==> src/rtl/word_piso_pkg.sv <==
// Shared types and sizing helpers for the word_piso parallel-in/serial-out reader.
package word_piso_pkg;

  typedef enum logic {
    IDLE = 1'b0,
    SEND = 1'b1
  } state_t;

  localparam int WIDTH_DEF = 32;
  localparam int SYM_W_DEF = 8;

  function automatic int calc_nsym(input int width, input int sym_w);
    return width / sym_w;
  endfunction

  // A single-symbol word still needs a one-bit counter to hold a legal value.
  function automatic int calc_cnt_w(input int width, input int sym_w);
    return (width / sym_w > 1) ? $clog2(width / sym_w) : 1;
  endfunction

endpackage

==> src/rtl/word_piso.sv <==
// Serialises one WIDTH-bit word into WIDTH/SYM_W symbols with a last flag.
// Define WORD_PISO_MSB_FIRST_EN to emit the most-significant symbol first.
module word_piso
  import word_piso_pkg::*;
#(
  parameter int WIDTH = WIDTH_DEF,
  parameter int SYM_W = SYM_W_DEF
) (
  input  logic             clk,
  input  logic             rst,
  input  logic             in_valid,
  output logic             in_ready,
  input  logic [WIDTH-1:0] in_data,
  output logic             out_valid,
  input  logic             out_ready,
  output logic [SYM_W-1:0] out_data,
  output logic             out_last,
  output logic             busy
);

  localparam int NSYM  = calc_nsym(WIDTH, SYM_W);
  localparam int CNT_W = calc_cnt_w(WIDTH, SYM_W);
  localparam logic [CNT_W-1:0] LAST_CNT = CNT_W'(NSYM - 1);

  generate
    if (WIDTH % SYM_W != 0) begin : g_bad_width
      $error("word_piso: WIDTH must be a multiple of SYM_W");
    end
  endgenerate

  state_t           state, state_nxt;
  logic [WIDTH-1:0] sreg, sreg_shf;
  logic [CNT_W-1:0] cnt;
  logic [SYM_W-1:0] sym;
  logic             in_fire, out_fire;

`ifdef WORD_PISO_MSB_FIRST_EN
  assign sym      = sreg[WIDTH-1 -: SYM_W];
  assign sreg_shf = sreg << SYM_W;
`else
  assign sym      = sreg[SYM_W-1:0];
  assign sreg_shf = sreg >> SYM_W;
`endif

  assign in_fire  = in_valid && in_ready;
  assign out_fire = out_valid && out_ready;

  always_comb begin
    state_nxt = state;
    in_ready  = 1'b0;
    busy      = 1'b0;
    out_valid = 1'b0;
    out_last  = 1'b0;
    out_data  = '0;
    case (state)
      IDLE: begin
        in_ready = 1'b1;
        if (in_valid) state_nxt = SEND;
      end
      SEND: begin
        busy      = 1'b1;
        out_valid = 1'b1;
        out_last  = (cnt == LAST_CNT);
        out_data  = sym;
        if (out_ready && out_last) state_nxt = IDLE;
      end
      default: state_nxt = IDLE;
    endcase
  end

  // Registered state, shift register and symbol counter
  always_ff @(posedge clk or negedge rst) begin
    if (!rst) begin
      state <= IDLE;
      sreg  <= '0;
      cnt   <= '0;
    end else begin
      state <= state_nxt;
      if (in_fire) begin
        sreg <= in_data;
        cnt  <= '0;
      end else if (out_fire) begin
        sreg <= sreg_shf;
        cnt  <= out_last ? '0 : cnt + 1'b1;
      end
    end
  end

endmodule

==> config.mk <==
export PLATFORM = sky130hd
export DESIGN_NAME = word_piso
export DESIGN_NICKNAME = d
export VERILOG_FILES = /design/src/rtl/word_piso_pkg.sv /design/src/rtl/word_piso.sv
export SDC_FILE = /design/constraint.sdc
export NUM_CORES = 1
export LEC_CHECK = 0
export CORE_MARGIN = 8
export CORE_UTILIZATION = 25
export CTS_CLUSTER_SIZE = 20
export DETAILED_ROUTE_END_ITERATION = 16
export SYNTH_ARGS = -nofsm -noshare
export SYNTH_HDL_FRONTEND = slang
export SYNTH_SLANG_ARGS = --single-unit
export TNS_END_PERCENT = 30
==> constraint.sdc <==
create_clock -name clk -period 1.9 [get_ports clk]
set_input_delay 0.285 -clock clk [delete_from_list [all_inputs] [get_ports clk]]
set_output_delay 0.285 -clock clk [all_outputs]
set_load 0.05 [all_outputs]
## Word-level counts from Yosys, hierarchy flattened

Cells that the tools add are included.

| storage, ports and cells | value |
|---|---|
| flip-flop bits (word level) | 35 |
| input port bits | 36 |
| output and inout bits | 12 |
| logic and storage cells | 22 |

| operators by class | value |
|---|---|
| add/subtract/negate cells | 1 |
| equality and inequality tests | 1 |
| mux-type cells | 12 |
| bitwise logic cells | 1 |
| reduce and logical (&&, ||, !) cells | 4 |

Operators by type and width:

| operator | count |
|---|---|
| two-way mux 32 bit | 2 |
| two-way mux 8 bit | 1 |
| two-way mux 2 bit | 3 |
| two-way mux 1 bit | 5 |
| logical AND 1 bit | 3 |
| adder 2 x 1 -> 2 bit (second input constant) | 1 |
| == test 2 bit (second input constant) | 1 |
| one-hot mux 1 bit (2 select lines) | 1 |
| nonzero test 2 bit | 1 |
| NOT 1 bit | 1 |

## Logic depth before layout (Yosys ltp)

| depth | value |
|---|---|
| word-level depth | 5 |
| mapped depth | 4 |
| gate-level depth less buffers | 3 |

## Least setup slack after synthesis

OpenSTA, ideal clock, no wires.

| path | value |
|---|---|
| path type | reg-to-output |
| start point | register state |
| end point | output out_data[0] |
| arrival time | 1.542 ns |
| data required time | 1.615 ns |
| path slack | 0.073 ns |
| cell stages (with the launch flop) | 4 |
| path buffers | 2 |
| path through | dfrtp_1 -> buf_2 -> buf_2 -> and2_1 |

| between the ends | value |
|---|---|
| cells in the longest elaborated chain, start to end | 1 |

Ends and longest elaborated chain:

| element | line | RTL |
|---|---|---|
| from (decl) | word_piso.sv:31 | `state_t state, state_nxt;` |
| from (signal assigned) | word_piso.sv:78 | `state <= state_nxt;` |
| two-way mux 8 bit | word_piso.sv:55 | `case (state)` |
| to (decl) | word_piso.sv:16 | `output logic [SYM_W-1:0] out_data,` |

No other way between the ends.

## Worst setup path in the final report

| path | value |
|---|---|
| start point | register state |
| end point | output out_last |

| between the ends | value |
|---|---|
| cells in the longest elaborated chain, start to end | 1 |

Ends and longest elaborated chain:

| element | line | RTL |
|---|---|---|
| two-way mux 1 bit | word_piso.sv:55 |  |
| to (decl) | word_piso.sv:17 | `output logic out_last,` |

No other way between the ends.

==> results.toml <==
[clock_network]
post_cts_buffers = 0
cts_buffer_depth = 2
clk_latency_ps = 290
htree_levels = 2
cts_root_buf = "clkbuf_8"
path_clk_slew_ps = 70
cts.sinks = 35
cts_tree = "built"
cts_buffers = 5

[synth]
avgSynthCellArea_um2 = 10.3
syn_area_um2 = 2000
syn_nets = 231
synth_seq_area_share_pct = 43.8
synth_top_area_share_pct = 43.8
synthArstFlopShare_pct = 100
yosys.cell_count.top_type = "dfrtp_1"
synth_ff_type = "dfrtp_1"
syn_inst = 194
ys_seq_elements = 35
synth_cell_types = 21
synth_largest_area_cell = "dfrtp_1"
synth_common_cells = "35 x dfrtp_1, 32 x mux2i_1, 25 x a21oi_1, 25 x nor2b_1, 24 x a211oi_1"
ys_warn_count = 0
yosys-top-cells-area = "dfrtp_1 44%, mux2i_1 16%, a211oi_1 9.0%"
synth_edf_count = 0

[power]
peakVddDrop_mv = 0.325
pwr_density_cell_nw_per_um2 = 1360
p_leak_nw = 1.16

[drt]
drc = 0
avgRoutedWirePerCell_um = 14.1
vias = 1551
drtPass1Iterations = 4
drtAntennaViolNets = 0
drtIter0Drc = 53
avgViaCountPerCell = 4.59
drt_wl_total_um = 4770

[timing]
setup_viol = 0
whs_ps = 460
maxSlewHeadroom_pct = 73.4
clock_skew_ps = 8.96
setup_tns_ps = 0
period_needed_ps = 1670
worst_pin_slew_ps = 398
hold_viol_final = 0
max_freq_mhz = 600
finalMaxSlewViolations = 0
rsz0062_at_grt = "no"
fin_crit_sh_pct = 87.7

[grt]
gr-total-overflow = 0
use_met3_pct = 2.74
grt.busiest_layer = "met1"
met1_usage_pct = 12.7
grt_usage_pct = 8.74
grt_pass1_wl_um = 7910
grt_util_met2_pct = 12.1
grt_antenna_before_repair = 0
grt_pass1_vias = 1521
grt_start_max_net_pins = 58

[critical_path]
crit_chain = "and2_1 -> buf_12"
critPathRequiredTime_ps = 1620
cp-end-kind = "primary output"
cpMaxStageDelayCell = "dfrtp_4"
reg2reg_depth = 3
cp_data_arrival_time_ps = 1380
crit_type = "reg -> out"
max_stage_delay_ps = 680
startpoint_type = "flip-flop"
cp_max_fo = 37

[final_layout]
fin_util_pct = 35.1
multi_input_comb_area_um2 = 971
fillers = 772
finalNetCount = 272
regArea_um2 = 880
fin_cells = 338
antenna_cells = 0
drive_above_1_share_pct = 12.3
syn_to_final_growth_pct = 35.6

[placed_design]
io_buffers = 47
place_hpwl_um = 3320
dp_cells = 329
gp_congestion = 0.647

[flow_run]
maxCapViolations = 0

[floorplanning]
die_w_um = 105
ios = 48
coreArea_um2 = 7730
start_util_pct = 25.9
fp.dieArea_um2 = 11100
die_y_um = 105
num_rows = 32

[outcome]
status = "completed"

[worst_hold_path]
hp-class = "in -> async"
power breakdown:
| part | internal [W] | switching (W) | total [W] | leakage (nW) |
|---|---|---|---|---|
| clock network | 0.000256 | 0.000271 | 0.000528 | 0.0412 |
| registers | 0.00103 | 0.000274 | 0.00130 | 0.449 |
| logic | 0.000940 | 0.000930 | 0.00187 | 0.672 |
| total | 0.00222 | 0.00148 | 0.00370 | 1.16 |
metrics by stage:
step                      area [um^2]  total power [W]  setup slack [ps]
after CTS                        2710          0.00375              62.0
after floorplan                  2000          0.00238              73.3
after global placement           2620          0.00315               385
after detailed placement         2620          0.00320               323
after global routing             2720          0.00396               136
final                            2720          0.00370               235
worst max-delay path: cells and delay by family (launching register included):
family	cells	cell delay (ps)
simple gates	1	260
flops	1	680
buf+inv	1	150
kinds of logic after synthesis:
group / synth area share, %
simple gates: 13.2
flops: 43.8
fa+ha+maj: 0.625
buf+inv: 7.75
compound gates: 18.6
mux: 16.0
cells in the final DEF, fill, tap and decap left out, drive strengths merged:
| master | Yosys | layout |
|---|---|---|
| ha | 1 | 1 |
| clkbuf | 2 | 6 |
| o31ai | 1 | 1 |
| nor2 | 1 | 1 |
| nand4b | 1 | 1 |
| o22ai | 8 | 8 |
| nand2 | 9 | 9 |
| a21oi | 25 | 25 |
| clkinvlp | 0 | 1 |
| and2 | 9 | 9 |
| clkinv | 0 | 1 |
| a211oi | 24 | 24 |
| mux2i | 32 | 32 |
| buf | 17 | 20 |
| clkdlybuf4s50 | 0 | 32 |
| nor2b | 25 | 25 |
| nand2b | 1 | 1 |
| o21ai | 2 | 2 |
| inv | 1 | 1 |
| dlygate4sd3 | 0 | 1 |
| dfrtp | 35 | 35 |
flip-flops by register name, summed over array words and instances (netlist names):
name	count
state	1
sreg	32
cnt	2
area by class of cell:
type / instances / area share, %
Clock buffer: 6 / 2.67
Clock inverter: 2 / 0.461
Inverter: 1 / 0.138
Multi-Input combinational cell: 139 / 35.8
Sequential cell: 35 / 32.4
Tap cell: 102 / 4.70
Timing Repair Buffer: 53 / 23.9
per-layer routing:
| layer | vias up | share of wire (%) |
|---|---|---|
| li1 | 781 | - |
| met4 | 0 | 0.75 |
| met3 | 4 | 4.4 |
| met2 | 36 | 42 |
| met5 | - | 0 |
| met1 | 730 | 52 |
final timing paths:
| check | from | end | slack (ps) |
|---|---|---|---|
| max | state | out_last | 230 |
| min | rst | sreg[25] | 460 |
| max reg2reg | state | sreg[31] | 480 |
| min reg2reg | cnt[1] | cnt[1] | 510 |
| max in group asynchronous | rst | sreg[4] | 840 |
| min in group clk | out_ready | sreg[24] | 480 |
repair_timing:
| action | CTS | global route |
|---|---|---|
| endpoints found under the setup margin | 0 | 3 |
| hold buffers | 1 | 0 |
| gates resized for setup | 0 | 1 |
| endpoints found under the hold margin | 16 | 0 |
No activity file was read; power rests on OpenSTA's default activity.
